**src/rtl/retire_trace_buffer.sv**
```systemverilog
// retire_trace_buffer
//   Queues per-instruction retire records from a single-cycle core in a
//   circular FIFO and streams them out over valid/ready. The core is never
//   stalled: a record that arrives while the FIFO is full and not draining
//   is dropped, counted and flagged.
// Ports
//   clk_i, rst_i (async, active-high)
//   update_i + pc_i/instr_i/reg_addr_i/reg_data_i/mem_addr_i/mem_data_i/mem_wrt_i : retire record in
//   trace_valid_o/trace_ready_i + trace_* fields : head record stream out
//   fill_o        : occupancy 0..DEPTH
//   retired_cnt_o : retire pulses seen (wrapping)
//   dropped_cnt_o : records lost to a full FIFO (saturating)
//   overflow_o    : sticky drop indicator
//   clear_i       : synchronous clear of counters and overflow flag
module retire_trace_buffer #(
  parameter int unsigned XLEN  = 32,
  parameter int unsigned DEPTH = 8
) (
  input  logic                     clk_i,
  input  logic                     rst_i,
  input  logic                     update_i,
  input  logic [XLEN-1:0]          pc_i,
  input  logic [XLEN-1:0]          instr_i,
  input  logic [4:0]               reg_addr_i,
  input  logic [XLEN-1:0]          reg_data_i,
  input  logic [XLEN-1:0]          mem_addr_i,
  input  logic [XLEN-1:0]          mem_data_i,
  input  logic                     mem_wrt_i,
  output logic                     trace_valid_o,
  input  logic                     trace_ready_i,
  output logic [XLEN-1:0]          trace_pc_o,
  output logic [XLEN-1:0]          trace_instr_o,
  output logic [4:0]               trace_reg_addr_o,
  output logic [XLEN-1:0]          trace_reg_data_o,
  output logic [XLEN-1:0]          trace_mem_addr_o,
  output logic [XLEN-1:0]          trace_mem_data_o,
  output logic                     trace_mem_wrt_o,
  output logic [$clog2(DEPTH):0]   fill_o,
  output logic [31:0]              retired_cnt_o,
  output logic [31:0]              dropped_cnt_o,
  output logic                     overflow_o,
  input  logic                     clear_i
);

  localparam int unsigned AW   = $clog2(DEPTH);
  localparam logic [AW:0] FULL = (AW+1)'(DEPTH);

  typedef struct packed {
    logic [XLEN-1:0] pc;
    logic [XLEN-1:0] instr;
    logic [4:0]      reg_addr;
    logic [XLEN-1:0] reg_data;
    logic [XLEN-1:0] mem_addr;
    logic [XLEN-1:0] mem_data;
    logic            mem_wrt;
  } rec_t;

  rec_t            mem [DEPTH];
  rec_t            wr_rec;
  rec_t            head;
  logic [AW-1:0]   wr_ptr;
  logic [AW-1:0]   rd_ptr;
  logic [AW:0]     fill;
  logic            pop;
  logic            push;
  logic            drop;
  logic            full;

  always_comb begin
    full = (fill == FULL);
    pop  = (fill != '0) && trace_ready_i;
    // A pop in the same cycle frees the slot, so a full FIFO still accepts.
    push = update_i && (!full || pop);
    drop = update_i && full && !pop;

    wr_rec          = '0;
    wr_rec.pc       = pc_i;
    wr_rec.instr    = instr_i;
    wr_rec.reg_addr = reg_addr_i;
    wr_rec.reg_data = reg_data_i;
    wr_rec.mem_addr = mem_addr_i;
    wr_rec.mem_data = mem_data_i;
    wr_rec.mem_wrt  = mem_wrt_i;
  end

  // Storage is deliberately not reset.
  always_ff @(posedge clk_i) begin
    if (push) mem[wr_ptr] <= wr_rec;
  end

  always_ff @(posedge clk_i or posedge rst_i) begin
    if (rst_i) begin
      wr_ptr <= '0;
      rd_ptr <= '0;
      fill   <= '0;
    end else begin
      if (push) wr_ptr <= wr_ptr + AW'(1);
      if (pop)  rd_ptr <= rd_ptr + AW'(1);
      if (push && !pop)      fill <= fill + (AW+1)'(1);
      else if (pop && !push) fill <= fill - (AW+1)'(1);
    end
  end

  // clear_i overrides the normal update but still counts this cycle's events.
  always_ff @(posedge clk_i or posedge rst_i) begin
    if (rst_i) begin
      retired_cnt_o <= '0;
      dropped_cnt_o <= '0;
      overflow_o    <= 1'b0;
    end else if (clear_i) begin
      retired_cnt_o <= update_i ? 32'd1 : 32'd0;
      dropped_cnt_o <= drop ? 32'd1 : 32'd0;
      overflow_o    <= drop;
    end else begin
      if (update_i) retired_cnt_o <= retired_cnt_o + 32'd1;
      if (drop && (dropped_cnt_o != '1)) dropped_cnt_o <= dropped_cnt_o + 32'd1;
      if (drop) overflow_o <= 1'b1;
    end
  end

  always_comb begin
    head             = mem[rd_ptr];
    trace_valid_o    = (fill != '0);
    trace_pc_o       = head.pc;
    trace_instr_o    = head.instr;
    trace_reg_addr_o = head.reg_addr;
    trace_reg_data_o = head.reg_data;
    trace_mem_addr_o = head.mem_addr;
    trace_mem_data_o = head.mem_data;
    trace_mem_wrt_o  = head.mem_wrt;
    fill_o           = fill;
  end

endmodule

```
**config.mk**
```make
export PLATFORM = sky130hd
export DESIGN_NAME = retire_trace_buffer
export DESIGN_NICKNAME = d
export VERILOG_FILES = /design/src/rtl/retire_trace_buffer.sv
export SDC_FILE = /design/constraint.sdc
export NUM_CORES = 1
export LEC_CHECK = 0
export BUFFER_PORTS_ARGS = -buffer_cell sky130_fd_sc_hd__buf_2
export CAP_MARGIN = 20
export CORE_MARGIN = 2
export CORE_UTILIZATION = 35
export CTS_CLUSTER_SIZE = 16
export DETAILED_ROUTE_END_ITERATION = 10
export PLACE_DENSITY = 0.55
export SETUP_SLACK_MARGIN = 0.4
export SYNTH_ARGS = -nofsm -noshare
export SYNTH_HDL_FRONTEND = slang
export SYNTH_SLANG_ARGS = --single-unit
export TNS_END_PERCENT = 10
```
**constraint.sdc**
```tcl
create_clock -name clk_i -period 29 [get_ports clk_i]
set_input_delay 2.9 -clock clk_i [delete_from_list [all_inputs] [get_ports clk_i]]
set_output_delay 2.9 -clock clk_i [all_outputs]
set_load 0.01 [all_outputs]
```
# After elaboration in Yosys (flattened, before gate mapping)
# Memories as Yosys holds them, arrays and structs flattened.
# Index checks and enable logic that the tools add are counted.
# op_classes
addsub,6
eq_ne,2
muxes,12
reduce_logical,16
# op_table
cell,n
$mux W32,4
$add A32 B1 Y32 const B,2
$ne A32 B32 Y1 const B,1
$mux W4,2
$reduce_bool A2 Y1,4
$logic_and A1 B1 Y1,7
$add A3 B1 Y3 const B,2
$mux W1,6
$add A4 B1 Y4 const B,1
$eq A4 B4 Y1 const B,1
$reduce_bool A4 Y1,1
$sub A4 B1 Y4 const B,1
$logic_not A1 Y1,3
$logic_or A1 B1 Y1,1
# word_totals
reg_bits,75
ramBits,1328
input_bits,171
output_inout_bits,236
word_cells,43
n_memories,1
# memory_table
memory,words,width,read_ports,rd_clocked_by_memory_dff,write_ports,line,rtl
mem,8,166,1,0,1,58,rec_t mem [DEPTH];

# Longest topological paths before layout
# Gate-level depths: netlist of the first run.
# depth
ltp_word,8
mapped_depth,12
ltp_nobuf,12

# Worst setup path after synthesis of the first run
# No wires, ideal clock.
# synth_path
path_kind,input -> register
from,input port update_i
to,memory mem[0][0] (netlist bit) (enable)
setup_ns,0.895
arrival_time_ns,14.531
required_ns,28.105
slack_ns,13.574
stages,5
path_buffers,1
cell_sequence,buf_4 > nand2_1 > inv_1 > nand2b_1 > nor3_1
# synth_between
elab_chain_len,3
# synth_lines
element,line,rtl
start: declaration,21,"input logic update_i,"
$logic_and A1 B1 Y1,73,push = update_i && (!full || pop);
named net push,65,logic push;
$mux W1,88,if (push) mem[wr_ptr] <= wr_rec;
$mux W1 (implied by the code),88,
end: declaration,58,
# The timed path passes the listed nets, and every way through them passes these cells.

# Worst setup path in the final report of the first run
# layout_path
from,register rd_ptr[0]
to,output port trace_instr_o[0]
# layout_between
elab_chain_len,1
# layout_lines
element,line,rtl
start: declaration,62,logic [AW-1:0] rd_ptr;
start signal: assignment,98,if (pop) rd_ptr <= rd_ptr + AW'(1);
$mem_v2 Z8 W166,-,
end: declaration,32,"output logic [XLEN-1:0] trace_instr_o,"
# No other way between the ends.

==> results.cfg, run 1 <==
[setup_path]
cp_max_fo = 45
rr_endpoint = mem[4][103]
cp-start-kind = flip-flop
required_ns = 26.10
crit_top_cell = buf_4
cpPeakStageDelay_ns = 1.02
slowest_stage = dfrtp_4
path_cells = buf_4 > buf_4 > buf_4 > buf_4 > buf_16 > mux4_2 > mux2_2 > buf_2
crit_arrival_ns = 5.72
r2r_slack_ns = 24.68
r2r_start = fill_o[0]
path_class = reg2out
reg2reg_depth = 9
end_kind = output port
cp_num_buf_inv = 6
critPathTopFamily = buffers and inverters

[clock_tree]
cts_tree = built
holdBufCountCts = 0
cts_buffers = 149
htreeDepth = 4
cts_resized = 0
cts-root-buf = clkbuf_16
clk_pin_slew_worst_paths_ns = 0.05
post_cts_buffers = 0
clockBufferDepth = 3
cts.sinks = 1403
insertion_delay_ns = 0.77

[worst_hold_path]
hp-class = reg2reg
min_to = wr_ptr[0]
hold_start = wr_ptr[0]
holdPathStages = 2

[place]
place_area_sq_um = 58100
hpwl_um = 67700
place_congestion = 0.816
io_buffers = 406
dp.cells = 4711
place_ws_ns = 20.60

[timing]
tns_ns = 0
finalWorstSetupSlack_ns = 20.38
fmax_mhz = 116
worst_pin_slew_ns = 1.25
setup_viol = 0
hold_viol_final = 0
period_share = 0.297
rsz0062_at_grt = false
finClkSkew_ns = 0.0227
post-route-min-period_ns = 8.62
relSlewSlack = 0.165
drv_slew = 0

[routing]
wl_um = 120000
drt_iter0_markers = 1379
drc = 0
via_per_inst = 5.04
vias = 25100
wire_per_inst_um = 24.0
ant_nets = 0
first_pass_iters = 5

[synthesis]
synth_nets = 2518
syn_area_sq_um = 53600
synth_top_flop_cell = edfxtp_1
yosysSeqAreaShare = 0.779
synth_seq_cells = 1403
avgSynthCellArea_sq_um = 22.9
async_flop_share = 0.0535
ys_warn_count = 0
synth_edf_count = 1328
syn_inst = 2339
synthDistinctLibCells = 48

[cells_and_area]
areaGrowthSynthToFinish_pct = 17.7
multiInputGateArea_sq_um = 11400
seq_area_sq_um = 41800
utilization = 0.415
drive_above_1_share = 0.402
fillerInstances = 13300
nNetsFinal = 3012
stdcell_count = 4990
design_area_sq_um = 63100

[floorplan]
ios = 407
core_area_sq_um = 152000
initial_utilization = 0.352
die_x_um = 395
rows = 143
die_h_um = 395
die-area_sq_um = 156000

[global_routing]
grt_pass1_wl_um = 176000
grt.total_usage = 0.152
antenna_found_initial = 34
grt_pass1_vias = 26700
grt_max_degree = 143
overflow = 0

[power_and_ir_drop]
p_leak_uw = 0.0207
irDropWorstVdd_mv = 0.0681
powerDensity_nw_per_um2 = 98.4

[outcome]
status = finished, final reports clean

[job]
drv_cap = 0
==> per-layer routing <==
metal / up-vias / part of all wire / global-route usage
met2: 704 / 0.50 / 0.257
li1: 10800 / - / -
met3: 238 / 0.069 / 0.0458
met4: 42 / 0.026 / 0.0471
met5: - / 0.0022 / 0
met1: 13300 / 0.41 / 0.188
==> synthesized netlist by cell type, drive strengths merged, types with 2 or more instances <==
cell | number | area [sq um]
nand2 | 32 | 120
dfrtp | 75 | 1880
nor2 | 47 | 176
or4 | 10 | 82.6
mux4 | 332 | 7480
mux2 | 170 | 1910
o21ai | 15 | 75.1
nand3 | 19 | 105
xnor2 | 33 | 289
buf | 45 | 213
and3 | 7 | 43.8
inv | 13 | 48.8
clkbuf | 68 | 255
a21oi | 25 | 125
a21o | 2 | 15.0
nor4 | 11 | 68.8
or3 | 14 | 87.6
nor2b | 3 | 18.8
edfxtp | 1328 | 39900
nand4 | 19 | 119
a2111oi | 2 | 23.8
a31o | 3 | 26.3
ha | 7 | 87.6
o31ai | 6 | 45.0
and4 | 15 | 131
nand2b | 4 | 25.0
nor3 | 11 | 60.1
xor2 | 10 | 87.6
==> worst min-delay path, cell delays in order (launching register included) <==
cell	delay, ns
dfrtp_1	0.38
nand2_1	0.07
nand2_1	0.06
==> power by group <==
part	switching, uW	internal, uW
Sequential	99.7	2490
Clock	770	1110
Combinational	920	821
==> layout by cell type (no fill, tap or decap), drive strengths merged, types with 19 or more instances in the layout <==
master  count
clkbuf    192
xnor2      33
nor2       47
mux2      170
mux4      332
buf       456
nand4      19
clkinv     52
inv        22
a21oi      25
nand3      19
edfxtp   1328
dfrtp      75
nand2      32
==> sequential cells by signal (all words and copies together), names as in the netlist <==
name / cells
mem: 1328
dropped_cnt_o: 32
retired_cnt_o: 32
fill_o: 4
rd_ptr: 3
wr_ptr: 3
overflow_o: 1
==> per-stage QoR <==
step,hold WS [ns],total power [uW]
2_1_floorplan,0.486,3830
3_3_place_gp,0.509,4390
3_5_place_dp,0.526,4420
4_1_cts,0.547,6320
5_1_grt,0.573,6500
6_report,0.546,6210
==> worst max-delay path by stage <==
stage / to / depth (start not counted) / slack [ns] / start
3_5_place_dp: trace_instr_o[20] / 7 / 20.60 / rd_ptr[0]
4_1_cts: trace_instr_o[0] / 7 / 19.74 / rd_ptr[0]
5_1_grt: trace_instr_o[0] / 8 / 19.74 / rd_ptr[0]
3_3_place_gp: trace_instr_o[20] / 7 / 20.72 / rd_ptr[0]
2_1_floorplan: mem[0][0] / 5 / 13.57 / update_i
6_report: trace_instr_o[0] / 8 / 20.38 / rd_ptr[0]
==> final cells by class <==
class                   count  share of cell area
multi-input cells         810               0.180
clock buffers             192              0.0635
repair buffers            456              0.0387
clock inverters            79              0.0142
inverters                  13            0.000773
well taps                2030              0.0403
flip-flops and latches   1403               0.662
diodes                      7            0.000278
==> cell families (layout without fill, tap and decap cells) <==
family | after synthesis | after routing | synth area share
DFF | 1403 | 1403 | 0.779
and+or+nand+nor | 199 | 199 | 0.0205
AOI/OAI and AO/OA | 57 | 57 | 0.00633
adders and majority gates | 8 | 8 | 0.00201
buffers and inverters | 126 | 740 | 0.00964
muxes | 503 | 503 | 0.175
xor gates and xnor gates | 43 | 43 | 0.00703
other | 0 | 7 | 0
(Power assumes the default switching activity.)
==> run 2, diff against run 1 <==
--- a/config.mk
+++ b/config.mk
@@ -5,13 +5,14 @@
 export SDC_FILE = /design/constraint.sdc
 export NUM_CORES = 1
 export LEC_CHECK = 0
+export ABC_AREA = 1
 export BUFFER_PORTS_ARGS = -buffer_cell sky130_fd_sc_hd__buf_2
 export CAP_MARGIN = 20
 export CORE_MARGIN = 2
 export CORE_UTILIZATION = 35
 export CTS_CLUSTER_SIZE = 16
 export DETAILED_ROUTE_END_ITERATION = 10
-export PLACE_DENSITY = 0.55
+export PLACE_DENSITY = 0.57
 export SETUP_SLACK_MARGIN = 0.4
 export SYNTH_ARGS = -nofsm -noshare
 export SYNTH_HDL_FRONTEND = slang
==> constraint.sdc (replaced) <==
create_clock -name clk_i -period 7.4 [get_ports clk_i]
set_input_delay 0.74 -clock clk_i [delete_from_list [all_inputs] [get_ports clk_i]]
set_output_delay 0.74 -clock clk_i [all_outputs]
set_load 0.01 [all_outputs]
==> results.cfg, run 2 <==
[outcome]
status = finished, final reports clean

[routing]
vias = 36200
drc = 0
drt_iter0_markers = 3229
ant_nets = 0
wire_per_inst_um = 20.2
via_per_inst = 5.03
first_pass_iters = 6
wl_um = 145000

[clock_tree]
htreeDepth = 4
post_cts_buffers = 0
cts-root-buf = clkbuf_16
cts_resized = 0
insertion_delay_ns = 0.81
holdBufCountCts = 0
clockBufferDepth = 3
cts.sinks = 1403
cts_buffers = 152
clk_pin_slew_worst_paths_ns = 0.06
cts_tree = built

[timing]
hold_viol_final = 0
finClkSkew_ns = 0.0543
setup_viol = 0
finalWorstSetupSlack_ns = 2.56
post-route-min-period_ns = 4.84
period_share = 0.653
worst_pin_slew_ns = 1.20
relSlewSlack = 0.199
fmax_mhz = 207
rsz0062_at_grt = false
drv_slew = 0
whs_ns = 0.0443

[setup_path]
path_cells = buf_4 > buf_12 > o21ai_0 > o21ai_0 > a21oi_1 > a31oi_1 > buf_2
crit_top_cell = o21ai_0
cpPeakStageDelay_ns = 0.76
crit_arrival_ns = 4.10
end_kind = output port
path_class = reg2out
slowest_stage = dfrtp_4
cp-start-kind = flip-flop
required_ns = 6.66
cp_max_fo = 176

[floorplan]
ios = 407
die_x_um = 405
core_area_sq_um = 160000
rows = 147
die-area_sq_um = 164000
die_h_um = 405
initial_utilization = 0.351

[synthesis]
syn_inst = 4629
ys_warn_count = 0
syn_area_sq_um = 56200
synthMostInstantiatedCell = edfxtp_1
yosysTopAreaCell = edfxtp_1
yosysSeqAreaShare = 0.744
synth_top_flop_cell = edfxtp_1
yosys-top-cells-count = edfxtp_1 (1328), nor2_1 (953), nand2_1 (731)
synth_nets = 4808
synth_area_leaders = edfxtp_1 (71%), nor2_1 (6.4%), o21ai_0 (5.6%)
synth.top_cell.area_share = 0.710
synthDistinctLibCells = 40
avgSynthCellArea_sq_um = 12.1
synth_seq_cells = 1403
async_flop_share = 0.0535
synth_edf_count = 1328

[global_routing]
grt.total_usage = 0.173
grt_pass1_wl_um = 216000
grt_pass1_vias = 34200
overflow = 0
antenna_found_initial = 41
grt_max_degree = 223

[cells_and_area]
largest_register_ffs = 1328
final_common_cell = edfxtp_1
areaGrowthSynthToFinish_pct = 15.8
mostFrequentLayoutCells = edfxtp_1 (1328), nor2_1 (945), nand2_1 (731)
design_area_sq_um = 65000
drive_above_1_share = 0.136
top_regs = mem x1328, dropped_cnt_o x32, retired_cnt_o x32
regMostFlops = mem
nNetsFinal = 5143
stdcell_count = 7182

[place]
io_buffers = 406
place_area_sq_um = 60100
place_congestion = 0.840
place_ws_ns = 3.39
dp.cells = 6895
hpwl_um = 72100

[power_and_ir_drop]
p_leak_uw = 0.0229
powerDensity_nw_per_um2 = 394
irDropWorstVdd_mv = 0.375
p_total_uw = 25600

[worst_hold_path]
hp-class = in2async

[job]
drv_cap = 0
run 2: where the power goes:
part	switching [uW]	total (uW)	internal [uW]
Clock	3200	7300	4110
Combinational	6000	8300	2300
Sequential	235	9990	9750
Total	9430	25600	16200
run 2: per-stage QoR:
stage           TNS, ns  utilization
2_1_floorplan  -1960.07            -
3_3_place_gp          0        0.376
3_5_place_dp          0        0.376
4_1_cts               0        0.406
5_1_grt               0        0.406
6_report              0        0.406
run 2: path summary, 6_finish.rpt:
kind	cells past startpoint	endpoint	slack, ns	from
min in group clk_i	1	mem[2][87]	0.19	reg_data_i[22]
max reg2reg	8	mem[5][1]	4.05	fill_o[0]
max	7	trace_instr_o[6]	2.56	rd_ptr[0]
min	3	retired_cnt_o[5]	0.04	rst_i
max in group asynchronous	4	rd_ptr[1]	6.72	rst_i
min reg2reg	1	retired_cnt_o[4]	0.53	retired_cnt_o[4]
run 2: kinds of logic (layout without fill, tap and decap cells):
kind of cell	after synthesis	count (layout)	share of synthesized area
compound gates	1060	1060	0.0988
xor+xnor	11	11	0.00172
fa+ha+maj	8	8	0.00192
buf+inv	352	809	0.0297
flops	1403	1403	0.744
mux	1	1	0.000201
other cells	0	10	0
simple gates	1794	1794	0.124
run 2: layout make-up:
class	count	area, sq um
clock inverters	84	843
clock buffers	192	4020
diodes	10	25.0
flip-flops and latches	1403	41800
fillers	14900	95000
multi-input cells	2874	12800
repair buffers	452	2620
well taps	2086	2610
inverters	81	335
run 2: routing by layer:
layer	share of wire	vias up	track usage	wire length, um
met3	0.074	270	0.0491	10700
met2	0.46	975	0.272	67100
met4	0.021	52	0.0480	3020
met5	0.0023	-	0	327
li1	-	17100	-	-
met1	0.44	17700	0.233	63800
run 2: critical path, delay by kind of cell, from the launching register on:
| family | cells | cell delay (ns) |
|---|---|---|
| AO/OA/AOI/OAI | 4 | 0.87 |
| buffers and inverters | 3 | 1.41 |
| flip-flops | 1 | 0.76 |
